## config.mk

```make
export PLATFORM = sky130hd
export DESIGN_NAME = xbus_router
export DESIGN_NICKNAME = d
export VERILOG_FILES = /design/src/rtl/xbus_router_pkg.sv /design/src/rtl/xbus_region_match.sv /design/src/rtl/xbus_router.sv
export SDC_FILE = /design/constraint.sdc
export NUM_CORES = 1
export LEC_CHECK = 0
export ABC_AREA = 0
export CAP_MARGIN = 20
export CORE_MARGIN = 3
export CORE_UTILIZATION = 53
export CTS_BUF_LIST = sky130_fd_sc_hd__clkbuf_4
export DETAILED_ROUTE_END_ITERATION = 8
export PLACE_DENSITY = 0.87
export SYNTH_ARGS = -nofsm -noshare
export SYNTH_HDL_FRONTEND = slang
export SYNTH_HIERARCHICAL = 1
export SYNTH_SLANG_ARGS = --single-unit
```

## constraint.sdc

```tcl
create_clock -name clk -period 4.8 [get_ports clk]
set_clock_uncertainty 0.1 [all_clocks]
set_input_delay 0.96 -clock clk [delete_from_list [all_inputs] [get_ports clk]]
set_output_delay 0.96 -clock clk [all_outputs]
set_load 0.02 [all_outputs]
```

## src/rtl/xbus_router_pkg.sv

```systemverilog
// Shared types, default region map and helpers for the xbus router.
package xbus_router_pkg;

    typedef enum logic [1:0] {
        StIdle = 2'd0,
        StWait = 2'd1,
        StResp = 2'd2
    } state_e;

    localparam int unsigned NSlavesDflt = 4;

    // Slave i occupies bits [32i+31:32i]; slave 0 is the rightmost word.
    localparam logic [NSlavesDflt*32-1:0] BaseDflt = {
        32'h00010000, 32'h10000000, 32'h80000000, 32'h00001000
    };
    localparam logic [NSlavesDflt*32-1:0] LimitDflt = {
        32'h00010004, 32'h10000008, 32'h80010000, 32'h00001100
    };

    function automatic logic [7:0] sat_inc(input logic [7:0] v);
        return (v == 8'hFF) ? v : v + 8'd1;
    endfunction

endpackage

```

## src/rtl/xbus_region_match.sv

```systemverilog
// Combinational address decoder: one-hot hit vector, lowest region index wins on overlap.
module xbus_region_match
    import xbus_router_pkg::*;
#(
    parameter int unsigned NSLAVES = NSlavesDflt
) (
    input  logic [31:0]           addr,
    input  logic [NSLAVES*32-1:0] base,
    input  logic [NSLAVES*32-1:0] limit,
    output logic [NSLAVES-1:0]    hit,
    output logic                  hit_any
);

    always_comb begin
        hit     = '0;
        hit_any = 1'b0;
        for (int i = 0; i < NSLAVES; i++) begin
            if (!hit_any && (addr >= base[i*32 +: 32]) && (addr < limit[i*32 +: 32])) begin
                hit[i]  = 1'b1;
                hit_any = 1'b1;
            end
        end
    end

endmodule

```

## src/rtl/xbus_router.sv

```systemverilog
// Registered xbus router: decodes the master address, holds a one-hot chip select for the
// transaction, muxes ready/rdata back, and answers unmapped or timed-out accesses with an error.
module xbus_router
    import xbus_router_pkg::*;
#(
    parameter int unsigned                NSLAVES = NSlavesDflt,
    parameter int unsigned                DATA_W  = 32,
    parameter logic [NSLAVES*32-1:0]      BASE    = BaseDflt,
    parameter logic [NSLAVES*32-1:0]      LIMIT   = LimitDflt,
    parameter int unsigned                TIMEOUT = 16
) (
    input  logic                          clk,
    input  logic                          rst,
    input  logic                          xbus_as,
    input  logic [31:0]                   xbus_addr,
    output logic                          xbus_ready,
    output logic                          xbus_err,
    output logic [DATA_W-1:0]             xbus_rdata,
    output logic [NSLAVES-1:0]            xbus_cs,
    input  logic [NSLAVES-1:0]            s_ready,
    input  logic [NSLAVES*DATA_W-1:0]     s_rdata,
    output logic [31:0]                   err_addr,
    output logic [7:0]                    err_cnt
);

    localparam logic [7:0] TmoLast = 8'(TIMEOUT - 1);

    state_e              state_q, state_d;
    logic [NSLAVES-1:0]  cs_q, cs_d;
    logic                ready_q, ready_d;
    logic                err_q, err_d;
    logic [DATA_W-1:0]   rdata_q, rdata_d;
    logic [31:0]         err_addr_q, err_addr_d;
    logic [7:0]          err_cnt_q, err_cnt_d;
    logic [7:0]          tmo_q, tmo_d;

    logic [NSLAVES-1:0]  hit;
    logic                hit_any;
    logic                sel_ready;
    logic [DATA_W-1:0]   sel_rdata;

    xbus_region_match #(
        .NSLAVES (NSLAVES)
    ) u_match (
        .addr    (xbus_addr),
        .base    (BASE),
        .limit   (LIMIT),
        .hit     (hit),
        .hit_any (hit_any)
    );

    // The held chip select doubles as the slave selector, so no separate index is kept.
    always_comb begin
        sel_ready = 1'b0;
        sel_rdata = '0;
        for (int i = 0; i < NSLAVES; i++) begin
            if (cs_q[i]) begin
                sel_ready = s_ready[i];
                sel_rdata = s_rdata[i*DATA_W +: DATA_W];
            end
        end
    end

    always_comb begin
        state_d    = state_q;
        cs_d       = cs_q;
        ready_d    = 1'b0;
        err_d      = 1'b0;
        rdata_d    = rdata_q;
        err_addr_d = err_addr_q;
        err_cnt_d  = err_cnt_q;
        tmo_d      = tmo_q;
        unique case (state_q)
            StIdle: begin
                if (xbus_as) begin
                    if (hit_any) begin
                        cs_d    = hit;
                        tmo_d   = '0;
                        state_d = StWait;
                    end else begin
                        ready_d    = 1'b1;
                        err_d      = 1'b1;
                        err_addr_d = xbus_addr;
                        err_cnt_d  = sat_inc(err_cnt_q);
                        state_d    = StResp;
                    end
                end
            end
            StWait: begin
                if (!xbus_as) begin
                    cs_d    = '0;
                    state_d = StIdle;
                end else if (sel_ready) begin
                    rdata_d = sel_rdata;
                    ready_d = 1'b1;
                    cs_d    = '0;
                    state_d = StResp;
                end else if (tmo_q == TmoLast) begin
                    ready_d    = 1'b1;
                    err_d      = 1'b1;
                    err_addr_d = xbus_addr;
                    err_cnt_d  = sat_inc(err_cnt_q);
                    cs_d       = '0;
                    state_d    = StResp;
                end else begin
                    tmo_d = tmo_q + 8'd1;
                end
            end
            StResp: begin
                state_d = StIdle;
            end
            default: begin
                cs_d    = '0;
                state_d = StIdle;
            end
        endcase
    end

    always_ff @(posedge clk) begin
        if (rst) begin
            state_q    <= StIdle;
            cs_q       <= '0;
            ready_q    <= 1'b0;
            err_q      <= 1'b0;
            rdata_q    <= '0;
            err_addr_q <= '0;
            err_cnt_q  <= '0;
            tmo_q      <= '0;
        end else begin
            state_q    <= state_d;
            cs_q       <= cs_d;
            ready_q    <= ready_d;
            err_q      <= err_d;
            rdata_q    <= rdata_d;
            err_addr_q <= err_addr_d;
            err_cnt_q  <= err_cnt_d;
            tmo_q      <= tmo_d;
        end
    end

    assign xbus_cs    = cs_q;
    assign xbus_ready = ready_q;
    assign xbus_err   = err_q;
    assign xbus_rdata = rdata_q;
    assign err_addr   = err_addr_q;
    assign err_cnt    = err_cnt_q;

endmodule

```

==> impl_metrics.tcl <==
set metrics [dict create \
    status "finished clean" \
    cts_max_level 3 \
    syn_area_sq_um 10600 \
    path_clk_slew_ns 0.14 \
    grt_pass1_vias 11110 \
    synth_common_cells "254 x ha_1, 254 x inv_1, 112 x a21oi_1" \
    async_flop_share_pct 0 \
    wire_per_inst_um 14.49 \
    crit_required_ns 5.04 \
    cp-start-kind "primary input" \
    synth_enable_flop_cells 0 \
    hold_end "err_addr[18]" \
    synthCells 1412 \
    synthDistinctLibCells 72 \
    worstHoldStart "err_addr[18]" \
    clk_latency_ns 0.45 \
    finalSetupViolCount 0 \
    hold_path.class "register to register" \
    multi_input_area_sq_um 8653 \
    place_congestion 0.9445 \
    max_slew_margin_pct 48.62 \
    rr_startpoint "xbus_cs[1]" \
    drive_gt1_share_pct 6.113 \
    reg2reg_slack_ns 2.39 \
    worstMarginPinSlew_ns 0.7692 \
    wl_mm 32.30 \
    die_w_um 147.4 \
    synth_area_leaders "ha_1 30%, dfxtp_1 17%, inv_1 9.0%" \
    cts_made_buffers 9 \
    route.met3.wl_mm 1.668 \
    cts_sinks 88 \
    seq_area_frac_synth_pct 16.62 \
    antenna_left 0 \
    vdd.ir_drop.worst_uv 132.8 \
    utilization_pct 76.91 \
    postSynthAreaPerCell_sq_um 7.506 \
    rsz0062_at_grt "false" \
    drtPass1Iterations 5 \
    seq_area_sq_um 1764 \
    grt_usage_pct 28.76 \
    io_buffer_count 244 \
    synth.top_cell.area_share_pct 29.98 \
    grt_pass1_wl_mm 51.87 \
    hpwl_mm 26.99 \
    drv_slew 0 \
    r2r_cells 7 \
    die_area_sq_um 21730 \
    critPathKind "primary input to register" \
    met1_length_mm 14.18 \
    num_io_pins 245 \
    max_freq_mhz 214.7 \
    hold_violations 0 \
    antenna_found_initial 1 \
    yosys_register_bits 88 \
    max_cap_viol_count 0 \
    nets 2380 \
    cellLeakagePower_nw 6.631 \
    grt_max_degree 69 \
    wl_met2_mm 15.59 \
    worst_ep_arrival_time_ns 4.90 \
    core_area_sq_um 19530 \
    die_h_um 147.4 \
    cts_root_buf "clkbuf_4" \
    yosysWarnings 6 \
    grt-ovfl-total 0 \
    vias 11650 \
    whs_path_depth 2 \
    endpoint_kind "register" \
    drc 0 \
    nFillCells 1460 \
    yosys.area.top_type "ha_1" \
    fin_crit_sh_pct 97.04 \
    start_util_pct 54.28 \
    r2r-end "tmo_q[4]" \
    rows 51 \
    area_growth_pct 41.70 \
    final.min_clock_period_ns 4.658 \
    cts_buffer_depth 2 \
    drt_iter0_drc 720 \
    via_per_inst 5.227 \
    hold_slack_ns 0.3650 \
    power_density_nw_per_um2 161.1 \
    synth_flop_cell "dfxtp_1" \
    cts_tree "done" \
    critPathMaxFanout 5 \
    top_layer "met4" \
]
-- flip-flops by register name, indices dropped and copies added, names as in the netlist --
name and cells:
err_addr 32, xbus_rdata 32, err_cnt 8, tmo_q 8, xbus_cs 4, state_q 2, xbus_err 1, xbus_ready 1
-- timing repair --
action	4_1_cts	5_1_grt
endpoints found under the hold margin	0	0
buffers inserted	0	0
setup endpoints to repair	0	40
resized for setup	0	4
hold buffers	0	0
-- logic make-up (layout without fill, tap and decap cells) --
group                    count (synthesis)  count (layout)  share of synthesized area [%]
multiplexers                             3               3                         0.3069
adder cells (fa/ha/maj)                254             254                          29.98
AO/OA/AOI/OAI                          358             358                          23.06
flip-flops                              88              88                          16.62
AND/OR/NAND/NOR                        403             403                          19.05
other                                    2             257                        0.07086
XOR/XNOR                                 1               1                        0.08265
buffers and inverters                  303             600                          10.83
-- how the worst max path moves through the flow --
stage                     cells after the start           from  slack, ns          end
after global placement                       15  xbus_addr[27]      -0.23   err_cnt[4]
after CTS                                    15  xbus_addr[27]       0.05   err_cnt[4]
after floorplan                              13  xbus_addr[13]       0.82   err_cnt[4]
after global routing                         19   xbus_addr[9]       0.05  err_addr[4]
final                                        15  xbus_addr[30]       0.14   err_cnt[4]
after detailed placement                     15  xbus_addr[27]      -0.43   err_cnt[4]
-- worst max-delay path: stages --
cell and delay [ns]:
clkdlybuf4s50_1 0.53, ha_1 0.36, nand3_1 0.11, nor4_1 0.34, buf_4 0.20, nand4_1 0.17, a311oi_2 0.31, nor4b_1 0.12
o211a_1 0.12, a211o_1 0.31, or2_2 0.35, nand3_1 0.15, o211ai_2 0.10, nor4b_1 0.41, mux2_1 0.35
-- stage by stage --
| stage | setup TNS, ns | instance area, sq um | setup WS, ns | instances | power [mW] |
|---|---|---|---|---|---|
| floorplan | 0 | 11550 | 0.8204 | 1666 | 1.433 |
| global placement | -7.929 | 14810 | -0.2319 | 2211 | 1.885 |
| detailed placement | -13.33 | 14820 | -0.4268 | 2212 | 1.931 |
| CTS | 0 | 14980 | 0.04834 | 2227 | 2.409 |
| global route | 0 | 15020 | 0.04513 | 2229 | 2.598 |
| finish | 0 | 15020 | 0.1423 | 2229 | 2.420 |
-- report_power, final --
| group | leakage [nW] | switching (mW) | internal, mW |
|---|---|---|---|
| clock | 0.0839 | 0.265 | 0.212 |
| sequential | 0.714 | 0.0276 | 0.767 |
| combinational | 5.83 | 0.597 | 0.551 |
| total | 6.63 | 0.889 | 1.53 |
-- cell type report --
class                   instances  area share, %
multi-input cells            1275          57.62
repair buffers                331          20.99
flip-flops and latches         88          11.75
inverters                     254          6.348
well taps                     265          2.208
clock inverters                 6         0.6165
clock buffers                   9         0.4499
diodes                          1        0.01666
-- cells in the final DEF, fill, tap and decap left out, types with 15 or more instances in the layout --
master           count
o21ai_1             15
a211oi_1            46
inv_1              254
nor2_1              72
nand3_1             21
a221oi_1            38
nor3_1              75
dfxtp_1             86
buf_4               82
o21ai_0             36
a21oi_1            112
nand2_1            106
nor2b_1             39
clkdlybuf4s50_1    241
a21o_1              41
nand4_1             36
conb_1             256
ha_1               254
-- metal layers --
layer	global-route usage [%]	vias up
met2	50.78	326
met1	36.72	5397
li1	-	5862
met4	7.829	0
met5	0	-
met3	4.231	66
Note: power is estimated with default switching activity, not from simulation.
